===== src/rtl/lifo_arbiter_if.sv =====
// Requester, flush and LIFOBlock signals shared between the arbiter and its environment.
// A beat transfers in a cycle where req_x && gnt_x; gnt_x is combinational, so op_x/last_x/wdata_x must be stable while req_x is high.
interface lifo_arbiter_if #(
    parameter int WIDTH = 16
);
    logic             req_a;
    logic             req_b;
    logic             op_a;
    logic             op_b;
    logic             last_a;
    logic             last_b;
    logic [WIDTH-1:0] wdata_a;
    logic [WIDTH-1:0] wdata_b;
    logic             flush;
    logic             gnt_a;
    logic             gnt_b;
    logic             rvalid_a;
    logic             rvalid_b;
    logic [WIDTH-1:0] rdata;
    logic             err_ovf;
    logic             err_unf;
    logic             lifo_push;
    logic             lifo_pop;
    logic             lifo_reset;
    logic [WIDTH-1:0] lifo_data;
    logic [WIDTH-1:0] lifo_q;
    logic             lifo_full;
    logic             lifo_empty;

    modport slave (
        input  req_a, req_b, op_a, op_b, last_a, last_b, wdata_a, wdata_b, flush,
        input  lifo_q, lifo_full, lifo_empty,
        output gnt_a, gnt_b, rvalid_a, rvalid_b, rdata, err_ovf, err_unf,
        output lifo_push, lifo_pop, lifo_reset, lifo_data
    );

    modport master (
        output req_a, req_b, op_a, op_b, last_a, last_b, wdata_a, wdata_b, flush,
        output lifo_q, lifo_full, lifo_empty,
        input  gnt_a, gnt_b, rvalid_a, rvalid_b, rdata, err_ovf, err_unf,
        input  lifo_push, lifo_pop, lifo_reset, lifo_data
    );
endinterface


===== src/rtl/lifo_arbiter.sv =====
// Two-requester arbiter in front of a single LIFOBlock: round-robin on ties, burst
// ownership until the last beat, overflow/underflow absorption and flush control.
module lifo_arbiter #(
    parameter int WIDTH = 16,
    parameter int DEPTH = 16
) (
    input  logic                clock,
    input  logic                reset_n,
    lifo_arbiter_if.slave       bus,
    output logic [1:0]          state_dbg
);

    if (DEPTH < 1) begin : g_depth_check
        $error("lifo_arbiter: DEPTH must be at least 1");
    end

    typedef enum logic [1:0] {
        IDLE  = 2'd0,
        OWN_A = 2'd1,
        OWN_B = 2'd2
    } state_t;

    state_t           state;
    state_t           state_nxt;
    logic             sel_a;
    logic             sel_b;
    logic             flush_take;
    logic             rr_last_b;
    logic             init_rst;
    logic             gnt_a;
    logic             gnt_b;
    logic             beat;
    logic             beat_op;
    logic [WIDTH-1:0] beat_wdata;
    logic             push;
    logic             pop;
    logic             rvalid_a;
    logic             rvalid_b;
    logic [WIDTH-1:0] rdata;
    logic             err_ovf;
    logic             err_unf;

    always_ff @(posedge clock or negedge reset_n) begin
        if (!reset_n) begin
            state <= IDLE;
        end else begin
            state <= state_nxt;
        end
    end

    // Arbitration decision and next state; flush in IDLE blocks every grant.
    always_comb begin
        sel_a      = 1'b0;
        sel_b      = 1'b0;
        flush_take = 1'b0;
        state_nxt  = state;
        case (state)
            IDLE: begin
                if (bus.flush) begin
                    flush_take = 1'b1;
                end else if (bus.req_a && bus.req_b) begin
                    sel_a = rr_last_b;
                    sel_b = !rr_last_b;
                end else begin
                    sel_a = bus.req_a;
                    sel_b = bus.req_b;
                end
            end
            OWN_A:   sel_a = bus.req_a;
            OWN_B:   sel_b = bus.req_b;
            default: state_nxt = IDLE;
        endcase
        if (sel_a) begin
            state_nxt = bus.last_a ? IDLE : OWN_A;
        end else if (sel_b) begin
            state_nxt = bus.last_b ? IDLE : OWN_B;
        end
    end

    always_comb begin
        gnt_a      = sel_a && reset_n;
        gnt_b      = sel_b && reset_n;
        beat       = gnt_a || gnt_b;
        beat_op    = sel_a ? bus.op_a : bus.op_b;
        beat_wdata = sel_a ? bus.wdata_a : bus.wdata_b;
        push       = beat && beat_op && !bus.lifo_full;
        pop        = beat && !beat_op && !bus.lifo_empty;
        state_dbg  = state;
    end

    // init_rst keeps lifo_reset high through the first edge after reset release.
    always_ff @(posedge clock or negedge reset_n) begin
        if (!reset_n) begin
            rr_last_b <= 1'b1;
            init_rst  <= 1'b1;
            rvalid_a  <= 1'b0;
            rvalid_b  <= 1'b0;
            rdata     <= '0;
            err_ovf   <= 1'b0;
            err_unf   <= 1'b0;
        end else begin
            init_rst <= 1'b0;
            rvalid_a <= gnt_a && !bus.op_a;
            rvalid_b <= gnt_b && !bus.op_b;
            if (gnt_a) begin
                rr_last_b <= 1'b0;
            end else if (gnt_b) begin
                rr_last_b <= 1'b1;
            end
            if (beat && !beat_op) begin
                rdata <= bus.lifo_empty ? '0 : bus.lifo_q;
            end
            if (flush_take) begin
                err_ovf <= 1'b0;
                err_unf <= 1'b0;
            end else begin
                if (beat && beat_op && bus.lifo_full) begin
                    err_ovf <= 1'b1;
                end
                if (beat && !beat_op && bus.lifo_empty) begin
                    err_unf <= 1'b1;
                end
            end
        end
    end

    assign bus.gnt_a      = gnt_a;
    assign bus.gnt_b      = gnt_b;
    assign bus.rvalid_a   = rvalid_a;
    assign bus.rvalid_b   = rvalid_b;
    assign bus.rdata      = rdata;
    assign bus.err_ovf    = err_ovf;
    assign bus.err_unf    = err_unf;
    assign bus.lifo_push  = push;
    assign bus.lifo_pop   = pop;
    assign bus.lifo_data  = push ? beat_wdata : '0;
    assign bus.lifo_reset = !reset_n || init_rst || flush_take;

endmodule

===== src/flat_wrapper.sv =====
// flat-port wrapper written by rule: the top's interface ports become plain ports
module lifo_arbiter_flat 
#(
    parameter int WIDTH = 16,
    parameter int DEPTH = 16
)
  (clock, reset_n, state_dbg, bus_req_a, bus_req_b, bus_op_a, bus_op_b, bus_last_a, bus_last_b, bus_wdata_a, bus_wdata_b, bus_flush, bus_lifo_q, bus_lifo_full, bus_lifo_empty, bus_gnt_a, bus_gnt_b, bus_rvalid_a, bus_rvalid_b, bus_rdata, bus_err_ovf, bus_err_unf, bus_lifo_push, bus_lifo_pop, bus_lifo_reset, bus_lifo_data);
  lifo_arbiter_if #(.WIDTH(WIDTH)) bus_i ();
  input  logic clock;
  input  logic reset_n;
  output logic [1:0] state_dbg;
  input wire logic [$bits(bus_i.req_a)-1:0] bus_req_a;
  input wire logic [$bits(bus_i.req_b)-1:0] bus_req_b;
  input wire logic [$bits(bus_i.op_a)-1:0] bus_op_a;
  input wire logic [$bits(bus_i.op_b)-1:0] bus_op_b;
  input wire logic [$bits(bus_i.last_a)-1:0] bus_last_a;
  input wire logic [$bits(bus_i.last_b)-1:0] bus_last_b;
  input wire logic [$bits(bus_i.wdata_a)-1:0] bus_wdata_a;
  input wire logic [$bits(bus_i.wdata_b)-1:0] bus_wdata_b;
  input wire logic [$bits(bus_i.flush)-1:0] bus_flush;
  input wire logic [$bits(bus_i.lifo_q)-1:0] bus_lifo_q;
  input wire logic [$bits(bus_i.lifo_full)-1:0] bus_lifo_full;
  input wire logic [$bits(bus_i.lifo_empty)-1:0] bus_lifo_empty;
  output wire logic [$bits(bus_i.gnt_a)-1:0] bus_gnt_a;
  output wire logic [$bits(bus_i.gnt_b)-1:0] bus_gnt_b;
  output wire logic [$bits(bus_i.rvalid_a)-1:0] bus_rvalid_a;
  output wire logic [$bits(bus_i.rvalid_b)-1:0] bus_rvalid_b;
  output wire logic [$bits(bus_i.rdata)-1:0] bus_rdata;
  output wire logic [$bits(bus_i.err_ovf)-1:0] bus_err_ovf;
  output wire logic [$bits(bus_i.err_unf)-1:0] bus_err_unf;
  output wire logic [$bits(bus_i.lifo_push)-1:0] bus_lifo_push;
  output wire logic [$bits(bus_i.lifo_pop)-1:0] bus_lifo_pop;
  output wire logic [$bits(bus_i.lifo_reset)-1:0] bus_lifo_reset;
  output wire logic [$bits(bus_i.lifo_data)-1:0] bus_lifo_data;
  assign bus_i.req_a = bus_req_a;
  assign bus_i.req_b = bus_req_b;
  assign bus_i.op_a = bus_op_a;
  assign bus_i.op_b = bus_op_b;
  assign bus_i.last_a = bus_last_a;
  assign bus_i.last_b = bus_last_b;
  assign bus_i.wdata_a = bus_wdata_a;
  assign bus_i.wdata_b = bus_wdata_b;
  assign bus_i.flush = bus_flush;
  assign bus_i.lifo_q = bus_lifo_q;
  assign bus_i.lifo_full = bus_lifo_full;
  assign bus_i.lifo_empty = bus_lifo_empty;
  assign bus_gnt_a = bus_i.gnt_a;
  assign bus_gnt_b = bus_i.gnt_b;
  assign bus_rvalid_a = bus_i.rvalid_a;
  assign bus_rvalid_b = bus_i.rvalid_b;
  assign bus_rdata = bus_i.rdata;
  assign bus_err_ovf = bus_i.err_ovf;
  assign bus_err_unf = bus_i.err_unf;
  assign bus_lifo_push = bus_i.lifo_push;
  assign bus_lifo_pop = bus_i.lifo_pop;
  assign bus_lifo_reset = bus_i.lifo_reset;
  assign bus_lifo_data = bus_i.lifo_data;
  lifo_arbiter #(.WIDTH(WIDTH), .DEPTH(DEPTH)) u_core (.clock(clock), .reset_n(reset_n), .bus(bus_i), .state_dbg(state_dbg));
endmodule

===== config.mk =====
export PLATFORM = sky130hd
export DESIGN_NAME = lifo_arbiter_flat
export DESIGN_NICKNAME = d
export VERILOG_FILES = /design/src/rtl/lifo_arbiter_if.sv /design/src/rtl/lifo_arbiter.sv /design/src/flat_wrapper.sv
export SDC_FILE = /design/constraint.sdc
export NUM_CORES = 1
export LEC_CHECK = 0
export CAP_MARGIN = 15
export CORE_ASPECT_RATIO = 2
export CORE_MARGIN = 10
export CORE_UTILIZATION = 36
export CTS_BUF_LIST = sky130_fd_sc_hd__clkbuf_4
export DETAILED_ROUTE_END_ITERATION = 8
export PLACE_DENSITY = 0.83
export SYNTH_ARGS = -nofsm -noshare
export SYNTH_HDL_FRONTEND = slang
export SYNTH_SLANG_ARGS = --single-unit

===== constraint.sdc =====
create_clock -name clock -period 2.9 [get_ports clock]
set_clock_uncertainty 0.1 [all_clocks]
set_input_delay 0.58 -clock clock [delete_from_list [all_inputs] [get_ports clock]]
set_output_delay 0.58 -clock clock [all_outputs]
set_load 0.03 [all_outputs]

==> summary.txt, run 1 <==
Cells and area
  • Number of nets in the layout: 311
  • Synthesis-to-layout area growth: 98.6%
  • Fraction of layout instances using a drive strength above 1: 33.6%
  • Cell area after layout: 2850 um2
  • Fill count: 266
  • Final standard cell utilization of the core: 74.2%

Worst hold path
  • Worst min path class: register to register
  • Worst Hold Path Cells: 1
  • Origin of the worst min-delay path: u_core.bus.rdata[5]
  • Endpoint of the worst hold-timing path: u_core.bus.rdata[5]

Clocking
  • Clock insertion delay at the later pin of the skew report: 0.31 ns
  • Num CTS Buffers: 3
  • Max Buffers Root-to-Sink: 2
  • Clock Sink Count: 24
  • Hold-fix buffers at CTS: 0
  • Clock tree root driver cell: sky130_fd_sc_hd__clkbuf_4
  • CTS tree: done
  • Clock slew at the register clock pins of the worst setup and hold paths: 0.13 ns
  • Max H-tree Level: 1

Critical path
  • Startpoint of the most critical register-to-register path: u_core.rr_last_b
  • Crit path required time: 2.22 ns
  • Kind of start point of the critical path: register
  • CP Class: register to output pin
  • Setup slack on the worst flop-to-flop path: 0.69 ns
  • Capturing element type of the critical path: output pin
  • Peak fanout along the critical path: 5
  • Logic depth of the worst register-to-register path: 8
  • Worst Path Arrival: roughly 2.3 ns
  • Capturing point of the worst reg2reg path: u_core.bus.rdata[14]

Yosys
  • Syn nets: 189
  • Syn. warnings: 0
  • Asr flop ratio synth: 100%
  • Mean post-synth cell area: 11.0 um2
  • Dominant cell type by area after synthesis: sky130_fd_sc_hd__dfrtp_1
  • Top cells by area in the synthesized netlist: sky130_fd_sc_hd__dfrtp_1 (38%), sky130_fd_sc_hd__mux2i_1 (12%), sky130_fd_sc_hd__nor2b_1 (8.3%)
  • Fraction of synthesized cell area taken by the top area cell type: 38.3%
  • Number of library cell types mapped by synthesis: 35
  • Proportion of synthesized chip area in sequential cells: 42.0%
  • EDFF count, synth: 0
  • Post-synthesis instance total: between 100 and 150
  • Most common cell in the netlist: sky130_fd_sc_hd__dfrtp_1
  • Primary flip-flop cell chosen by synthesis mapping: sky130_fd_sc_hd__dfrtp_1
  • Synthesized cell area: 1440 um2
  • Cell types with the highest counts after synthesis: sky130_fd_sc_hd__dfrtp_1 (22), sky130_fd_sc_hd__nor2b_1 (19), sky130_fd_sc_hd__mux2i_1 (17)
  • Number of register bits inferred by synthesis: 24

STA
  • Max Freq: 338 MHz
  • Final Slew Violations: 0
  • Shortest clock period the worst path allows after layout: between 2 and 3 ns
  • Hold WS: 0.403 ns
  • Final number of hold-violating endpoints: 0
  • Total of endpoints with negative setup slack in the final report: 6
  • RSZ-0062 raised after global routing: true
  • Period utilisation layout: 102%
  • Final setup margin: -0.0577 ns

Floorplanning
  • Number of I/O pins: 102
  • Area of the die: 7070 um2
  • Die span in x: 64.7 um
  • Site row count: 32
  • Placeable core area: 3840 um2
  • Initial standard-cell utilization of the core: 37.4%
  • Die Span Y: 109 um

Pwr
  • Leakage: ~0.0012 uW
  • Worst voltage drop across the vdd grid: between 0.3 and 0.4 mV
  • Cell area power density: 655 nW/um2
  • Overall Power: 1870 uW

Route
  • Drt first pass iters: 4
  • 1st-iter DRT viols: 34
  • Average wire per standard cell: 17.1 um
  • Vias after detailed routing: 1460
  • Detailed-route wire length: 5170 um
  • Via/cell ratio: 4.83
  • # DRC: 0
  • Number of nets with antenna violations after detailed routing: 0

Job
  • Max capacitance violation total: 0

Placed design
  • Number of buffers added on ports: 101
  • Post-place instance area: 2590 um2
  • Post-DP HPWL: between 4000 and 5000 um
  • Final weighted congestion in routability-driven placement: 0.789

Global route
  • First-pass GRT wire length: ~8300 um
  • GRT Resource Usage Total: 14.7%
  • Maximum number of pins on one net before global-route repair: 17
  • Initial antenna violation count: 1
  • Vias in the first global route: 1692
  • Remaining Overflow, GRT: 0

Outcome
  • Violations in the final reports: negative setup slack
  • Status: finished, violations left
==> cells in the final DEF (no fill, tap or decap), types with 2 or more instances in the layout <==
master                            netlist  routed
sky130_fd_sc_hd__nand2_1                2       2
sky130_fd_sc_hd__dfrtp_1               22      21
sky130_fd_sc_hd__buf_12                 1       4
sky130_fd_sc_hd__buf_4                  0      20
sky130_fd_sc_hd__buf_8                  0       2
sky130_fd_sc_hd__inv_2                  2       2
sky130_fd_sc_hd__nor2_4                 0      16
sky130_fd_sc_hd__mux2i_1               17      16
sky130_fd_sc_hd__dfstp_2                2       2
sky130_fd_sc_hd__buf_6                  3      17
sky130_fd_sc_hd__o211ai_1               2       2
sky130_fd_sc_hd__clkdlybuf4s50_1        0      76
sky130_fd_sc_hd__nor2_1                11       4
sky130_fd_sc_hd__mux2_1                 9       9
sky130_fd_sc_hd__nor2b_1               19      18
sky130_fd_sc_hd__mux2_2                 7       7
sky130_fd_sc_hd__dlygate4sd2_1          0       3
sky130_fd_sc_hd__inv_1                  3       3
sky130_fd_sc_hd__clkbuf_4               0       3
==> metrics by stage <==
| stage | cells | worst slack (ns) | setup TNS [ns] |
|---|---|---|---|
| 6_report | 302 | -0.0577 | -0.0917 |
| 5_1_grt | 302 | -0.0988 | -0.937 |
| 4_1_cts | 300 | -0.0404 | -0.505 |
| 3_5_place_dp | 296 | -0.221 | -3.29 |
| 3_3_place_gp | 296 | -0.177 | -2.88 |
| 2_1_floorplan | 130 | 0.0393 | 0 |
==> state kept, by name, summed over array words and instances, names as in the netlist <==
signal               cells
u_core.bus.err_ovf       1
u_core.rr_last_b         1
u_core.bus.rvalid_b      1
u_core.bus.rdata        16
u_core.init_rst          1
u_core.bus.err_unf       1
u_core.state_dbg         2
u_core.bus.rvalid_a      1
==> layout make-up <==
cell class                 count  area, um2  share of cell area [%]
antenna                        1       2.50                  0.0877
clock buffer                   3       22.5                   0.789
timing repair buffer         123       1250                    43.8
tap                           51       63.8                    2.24
inverter                       5       18.8                   0.658
sequential                    24        604                    21.2
multi-input combinational     95        892                    31.3
==> worst max-delay path by stage <==
stage	start	to	slack [ns]	cells after the start
detailed placement	bus_req_a	bus_lifo_data[5]	-0.22	7
CTS	u_core.rr_last_b	bus_lifo_data[5]	-0.04	6
global placement	bus_req_a	bus_lifo_data[2]	-0.18	7
finish	u_core.rr_last_b	bus_lifo_data[12]	-0.06	6
global route	u_core.rr_last_b	bus_lifo_data[12]	-0.1	6
floorplan	u_core.state_dbg[1]	bus_lifo_pop	0.04	8
==> critical path: stages, from the launching register on <==
cell and delay [ns]:
sky130_fd_sc_hd__dfstp_2 0.60, sky130_fd_sc_hd__nor3b_4 0.06, sky130_fd_sc_hd__or4_4 0.49, sky130_fd_sc_hd__a211o_4 0.38, sky130_fd_sc_hd__buf_8 0.16, sky130_fd_sc_hd__nor2_4 0.13
sky130_fd_sc_hd__buf_6 0.15
==> per-layer routing <==
layer  vias up  GRT usage (%)  share of wire (%)
met1       684           13.4                 34
met2        89           26.8                 53
met5         -              0                  0
met4         0           6.00                1.3
li1        683              -                  -
met3         4           7.24                 12
==> timing repair <==
action                                  in CTS  in global routing
pin swaps                                   19                  3
buffers inserted                             0                  1
gates cloned                                 1                  0
endpoints found under the setup margin      18                 17
gates resized for setup                     59                  2
hold endpoints to repair                     0                  0
==> where the power goes <==
part	switching [uW]	leakage [uW]	internal, uW
Clock	94.6	0.0000138	48.5
Combinational	602	0.000902	567
Sequential	83.5	0.000306	474
==> logic make-up (layout without fill, tap and decap cells) <==
| logic type | Yosys count | count (layout) | share of synthesized area, % |
|---|---|---|---|
| AOI/OAI and AO/OA | 11 | 11 | 6.97 |
| buffers and inverters | 11 | 131 | 5.66 |
| DFF | 24 | 24 | 42.0 |
| muxes | 33 | 33 | 24.4 |
| other | 1 | 2 | 0.261 |
| and+or+nand+nor | 50 | 50 | 20.7 |
(Power assumes the default switching activity.)
==> run 2: changes to the inputs <==
Settings changed: CORE_MARGIN 10 to 3.
==> run 2 against run 1 <==
  * The run still ends with negative setup slack left
  * Routed wire length up 3.7%
  * Clock power up 68%
  * Sequential share of layout area down 0.46 points
  * Critical path depth up 1
  * Clock-buffer cell count unchanged
  * Total power up 5.7%
  * Global-route usage up 8.2 points
  * Cell area up 2.5%
  * Cell count up 0.99%
  * Flip-flop and latch count unchanged
  * Die area down 32%
  * Critical endpoint is now bus_lifo_data[13]
==> summary.txt, run 2 (synthesis results as in run 1) <==
Outcome
  • Status: finished, violations left
  • Violations in the final reports: negative setup slack

Pwr
  • Worst voltage drop across the vdd grid: 0.397 mV
  • Cell area power density: 676 nW/um2
  • Internal power: ~1200 uW
  • Part of the power in the clock network: between 10% and 20%
  • Overall Power: 1980 uW
  • Net switching fraction of the power: 39.9%
  • Leakage: 0.00126 uW
  • Power share of the sequential group: between 20% and 30%
  • Combinational power share: approximately three fifths
  • Reported net switching power: 789 uW

Clocking
  • CTS tree: done
  • Clock Sink Count: 24
  • Clock tree root driver cell: sky130_fd_sc_hd__clkbuf_4
  • Clock insertion delay at the later pin of the skew report: about 0.33 ns
  • Clock slew at the register clock pins of the worst setup and hold paths: 0.13 ns
  • Num CTS Buffers: 3
  • Max H-tree Level: 1
  • Max Buffers Root-to-Sink: 2
  • Hold-fix buffers at CTS: 0

Route
  • Vias after detailed routing: 1480
  • # DRC: 0
  • Drt first pass iters: 4
  • Via/cell ratio: 4.85
  • Detailed-route wire length: roughly 5400 um
  • Number of nets with antenna violations after detailed routing: 0
  • 1st-iter DRT viols: 11
  • Average wire per standard cell: around 18 um

Cells and area
  • Most common cell after layout, fill and taps aside: sky130_fd_sc_hd__clkdlybuf4s50_1
  • Fraction of layout instances using a drive strength above 1: 35.9%
  • Most flop-heavy register: u_core.bus.rdata
  • Fill count: between 200 and 250
  • Number of nets in the layout: 316
  • Antenna cells: 0
  • Synthesis-to-layout area growth: 103%
  • Max reg flops: 16
  • Commonest cells after routing, fill and taps aside: sky130_fd_sc_hd__clkdlybuf4s50_1 (76), sky130_fd_sc_hd__buf_4 (25), sky130_fd_sc_hd__dfrtp_1 (20)
  • Non-filler instance count after layout: 305

Critical path
  • Kind of start point of the critical path: register
  • Capturing element type of the critical path: output pin
  • Crit path required time: 2.22 ns
  • CP Class: register to output pin
  • Worst Path Arrival: 2.37 ns
  • List of cells traversed by the critical path: nor3b_4 > or4_4 > a211o_4 > buf_12 > buf_16 > nor2_4 > buf_6
  • Logic depth of the worst register-to-register path: 8
  • Setup slack on the worst flop-to-flop path: 0.67 ns
  • Peak fanout along the critical path: 8
  • Startpoint of the most critical register-to-register path: u_core.rr_last_b
  • Cell with the largest stage delay on the worst path: sky130_fd_sc_hd__dfstp_2
  • Capturing point of the worst reg2reg path: u_core.bus.rdata[4]
  • CP max stage delay: approximately 0.58 ns

Placed design
  • Placed cells: 292
  • Final weighted congestion in routability-driven placement: 0.818
  • Number of buffers added on ports: slightly above 100
  • Post-DP HPWL: between 3000 and 4000 um
  • Worst-case setup slack after placement: -0.208 ns

STA
  • Max Freq: 327 MHz
  • Final Slew Violations: 0
  • Relative slew margins: 65.9%
  • Period utilisation layout: 105%
  • RSZ-0062 raised after global routing: true
  • Shortest clock period the worst path allows after layout: 3.05 ns
  • Total of endpoints with negative setup slack in the final report: 17
  • Slew of the pin with the lowest slew margin: 0.509 ns
  • Hold WS: 0.396 ns
  • Final number of hold-violating endpoints: 0
  • Final setup margin: -0.155 ns

Global route
  • Vias in the first global route: ~1700
  • Remaining Overflow, GRT: 0
  • GRT Resource Usage Total: 22.9%
  • Maximum number of pins on one net before global-route repair: 17
  • Initial antenna violation count: 0
  • First-pass GRT wire length: roughly 8200 um

Worst hold path
  • Origin of the worst min-delay path: u_core.bus.rdata[7]
  • Worst min path class: register to register
  • Worst Hold Path Cells: 1
  • Endpoint of the worst hold-timing path: u_core.bus.rdata[7]

Job
  • Max capacitance violation total: 0

Floorplanning
  • Die Span Y: 95.3 um
  • Initial standard-cell utilization of the core: 38.6%
  • Die span in x: ~51 um
  • Site row count: 31
  • Number of I/O pins: 102
  • Area of the die: slightly below 5000 um2
  • Placeable core area: between 3000 and 4000 um2
## run 2: per-layer routing
metal	GRT usage, %	wire length, um	vias to the layer above
li1	-	-	690
met1	21.7	1790	699
met2	44.7	3070	78
met3	4.54	304	13
met4	11.9	195	0
met5	0	0	-
## run 2: cell type report
cell class              count  area, um2  share of cell area [%]
repair buffers            128       1290                    44.3
multi-input cells          95        890                    30.4
flip-flops and latches     24        606                    20.7
well taps                  49       61.3                    2.10
clock inverters             1       30.0                    1.03
clock buffers               3       22.5                   0.771
inverters                   5       18.8                   0.642
## run 2: timing repair
action / in CTS / in global routing
endpoints found under the hold margin: 0 / 0
pin swaps: 18 / 8
gates resized for setup: 53 / 4
gates cloned: 2 / 0
endpoints found under the setup margin: 17 / 17
buffers inserted: 3 / 5
## run 2: worst max-delay path: cells and delay by family (launching register included)
family          cells  cell delay [ns]
simple gates        3             0.68
flops               1             0.58
buf+inv             3             0.43
compound gates      1             0.36
## run 2: worst max-delay path by stage
stage	startpoint	cells after the start	to
5_1_grt	u_core.state_dbg[1]	7	bus_lifo_data[6]
6_report	u_core.rr_last_b	7	bus_lifo_data[13]
4_1_cts	u_core.rr_last_b	7	bus_lifo_data[6]
3_5_place_dp	bus_req_a	7	bus_lifo_data[0]
3_3_place_gp	bus_req_a	7	bus_lifo_data[5]
2_1_floorplan	u_core.state_dbg[1]	8	bus_lifo_pop
## run 2: power groups by stage
stage | clock network [uW] | registers [uW] | logic [uW]
5_1_grt | 258 | 578 | 1230
3_5_place_dp | 0 | 559 | 1070
6_report | 240 | 560 | 1180
2_1_floorplan | 0 | 810 | 327
4_1_cts | 244 | 561 | 1150
3_3_place_gp | 0 | 552 | 1050
## run 2: metrics by stage
stage | util [%] | TNS, ns | area [um2]
6_report | 78.5 | -1.84 | 2920
5_1_grt | 78.5 | -2.80 | 2920
4_1_cts | 77.9 | -2.31 | 2900
3_5_place_dp | 68.7 | -3.16 | 2560
3_3_place_gp | 68.7 | -2.98 | 2560
2_1_floorplan | - | 0 | 1440
==> run 3: changes to the inputs <==
Settings changed: CTS_CLUSTER_DIAMETER from default to 50, CTS_CLUSTER_SIZE from default to 30, RECOVER_POWER from default to 100.
==> run 3 against run 2 <==
  * The flow still finishes with violations (negative setup slack)
  * Combinational power hardly changed
  * Worst setup slack about the same
  * Utilization is the same
  * Maximum frequency about the same
  * Flip-flop and latch count did not move
  * Global-route usage did not move
  * Register-to-register slack about the same
  * Hold slack stayed put
  * Via count stayed put
==> summary.txt, run 3 (synthesis results as in run 1) <==
Floorplanning
  • Die Span Y: 95.3 um
  • Initial standard-cell utilization of the core: around two fifths
  • Number of I/O pins: 102
  • Placeable core area: approximately 3700 um2
  • Die span in x: ~51 um
  • Area of the die: 4830 um2
  • Site row count: 31

Pwr
  • Reported net switching power: 789 uW
  • Power share of the sequential group: 28.4%
  • Net switching fraction of the power: 40.0%
  • Overall Power: roughly 2000 uW
  • Internal power: roughly 1200 uW
  • Combinational power share: approximately 60%
  • Cell area power density: 676 nW/um2
  • Part of the power in the clock network: about an eighth
  • Leakage: 0.00126 uW
  • Worst voltage drop across the vdd grid: 0.397 mV

Critical path
  • CP max stage delay: 0.58 ns
  • Peak fanout along the critical path: 8
  • Startpoint of the most critical register-to-register path: u_core.rr_last_b
  • Crit path required time: 2.22 ns
  • CP Class: register to output pin
  • Cell with the largest stage delay on the worst path: sky130_fd_sc_hd__dfstp_2
  • Worst Path Arrival: 2.37 ns
  • Capturing point of the worst reg2reg path: u_core.bus.rdata[4]
  • List of cells traversed by the critical path: nor3b_4 > or4_4 > a211o_4 > buf_12 > buf_16 > nor2_4 > buf_6
  • Cell family contributing the most delay on the critical path: simple AND/OR/NAND/NOR gates
  • Logic depth of the worst register-to-register path: 8
  • Critical path buffers and inverters: 3
  • Capturing element type of the critical path: output pin
  • Critical Path Source: u_core.rr_last_b
  • Kind of start point of the critical path: register
  • Setup slack on the worst flop-to-flop path: 0.67 ns

Outcome
  • Violations in the final reports: negative setup slack
  • Status: finished, violations left

Clocking
  • Hold-fix buffers at CTS: 0
  • CTS tree: done
  • Max Buffers Root-to-Sink: 2
  • Max H-tree Level: 1
  • Clock Sink Count: 24
  • Clock slew at the register clock pins of the worst setup and hold paths: 0.13 ns
  • Num CTS Buffers: 3
  • Clock insertion delay at the later pin of the skew report: 0.33 ns
  • Clock tree root driver cell: sky130_fd_sc_hd__clkbuf_4

STA
  • Relative slew margins: between 60 and 70%
  • Period utilisation layout: 105%
  • Slew of the pin with the lowest slew margin: slightly above 0.5 ns
  • Final number of hold-violating endpoints: 0
  • Total of endpoints with negative setup slack in the final report: 17
  • Shortest clock period the worst path allows after layout: a little over 3 ns
  • Max Freq: approximately 330 MHz
  • Final setup margin: -0.155 ns
  • RSZ-0062 raised after global routing: true
  • Hold WS: 0.396 ns
  • Final Slew Violations: 0

Route
  • # DRC: 0
  • Detailed-route wire length: between 5000 and 6000 um
  • Via/cell ratio: 4.85
  • Number of nets with antenna violations after detailed routing: 0
  • Vias after detailed routing: 1480
  • Average wire per standard cell: 17.6 um
  • 1st-iter DRT viols: 11
  • Drt first pass iters: 4

Cells and area
  • Combined flip-flop and latch cell area: 606 um2
  • Most flop-heavy register: u_core.bus.rdata
  • Fill count: approximately 250
  • Most common cell after layout, fill and taps aside: sky130_fd_sc_hd__clkdlybuf4s50_1
  • Non-filler instance count after layout: 305
  • Cell area after layout: 2920 um2
  • Fraction of layout instances using a drive strength above 1: 35.9%
  • Antenna cells: 0
  • Commonest cells after routing, fill and taps aside: sky130_fd_sc_hd__clkdlybuf4s50_1 (75), sky130_fd_sc_hd__buf_4 (25), sky130_fd_sc_hd__dfrtp_1 (20)
  • Max reg flops: 16
  • Number of nets in the layout: 316
  • Area of the multi-input gates: 890 um2
  • Synthesis-to-layout area growth: 103%

Global route
  • Vias in the first global route: 1678
  • Initial antenna violation count: 0
  • Maximum number of pins on one net before global-route repair: 17
  • First-pass GRT wire length: 8180 um
  • GRT Resource Usage Total: 22.9%
  • Remaining Overflow, GRT: 0

Placed design
  • Placed cells: 292
  • Worst-case setup slack after placement: -0.208 ns
  • Post-DP HPWL: between 3000 and 4000 um
  • Number of buffers added on ports: around 100
  • Final weighted congestion in routability-driven placement: 0.818
  • Post-place instance area: 2560 um2

Worst hold path
  • Worst Hold Path Cells: 1
  • Origin of the worst min-delay path: u_core.bus.rdata[7]
  • Worst min path class: register to register
  • Endpoint of the worst hold-timing path: u_core.bus.rdata[7]

Job
  • Max capacitance violation total: 0
## run 3: cell types whose count changed in the layout (fill, tap and decap cells not counted), sizes merged
cell / delta
clkdlybuf4s50: -1
dlygate4sd3: +1
## run 3: cell type report
cell class / count / area share, %
multi-input cells: 95 / 30.4
clock buffers: 3 / 0.771
well taps: 49 / 2.10
repair buffers: 128 / 44.3
flip-flops and latches: 24 / 20.7
inverters: 5 / 0.642
clock inverters: 1 / 1.03
## run 3: routing by layer
layer	wire [um]	vias to the layer above	GRT usage, %
li1	-	690	-
met3	304	13	4.54
met5	0	-	0
met2	3070	78	44.7
met1	1790	699	21.7
met4	195	0	11.9
## run 3: worst max-delay path by stage
stage | slack, ns | to | cells past startpoint
after floorplan | 0.04 | bus_lifo_pop | 8
after global placement | -0.19 | bus_lifo_data[5] | 7
after detailed placement | -0.21 | bus_lifo_data[0] | 7
after CTS | -0.15 | bus_lifo_data[6] | 7
after global routing | -0.20 | bus_lifo_data[6] | 7
final | -0.15 | bus_lifo_data[13] | 7
## run 3: metrics by stage
step	TNS [ns]	util, %
6_report	-1.84	78.5
5_1_grt	-2.87	78.5
2_1_floorplan	0	-
4_1_cts	-2.31	77.9
3_5_place_dp	-3.16	68.7
3_3_place_gp	-2.98	68.7
## run 3: power groups by stage
stage          clock (uW)  combinational [uW]  sequential, uW
2_1_floorplan           0                 327             810
3_3_place_gp            0                1050             552
3_5_place_dp            0                1070             559
4_1_cts               244                1150             561
5_1_grt               258                1230             578
6_report              240                1180             560
## run 3: timing repair
| item | 4_1_cts | 5_1_grt |
|---|---|---|
| endpoints found under the setup margin | 17 | 17 |
| buffers inserted | 3 | 5 |
| gates cloned | 2 | 0 |
| pin swaps | 18 | 8 |
| resized for setup | 53 | 4 |
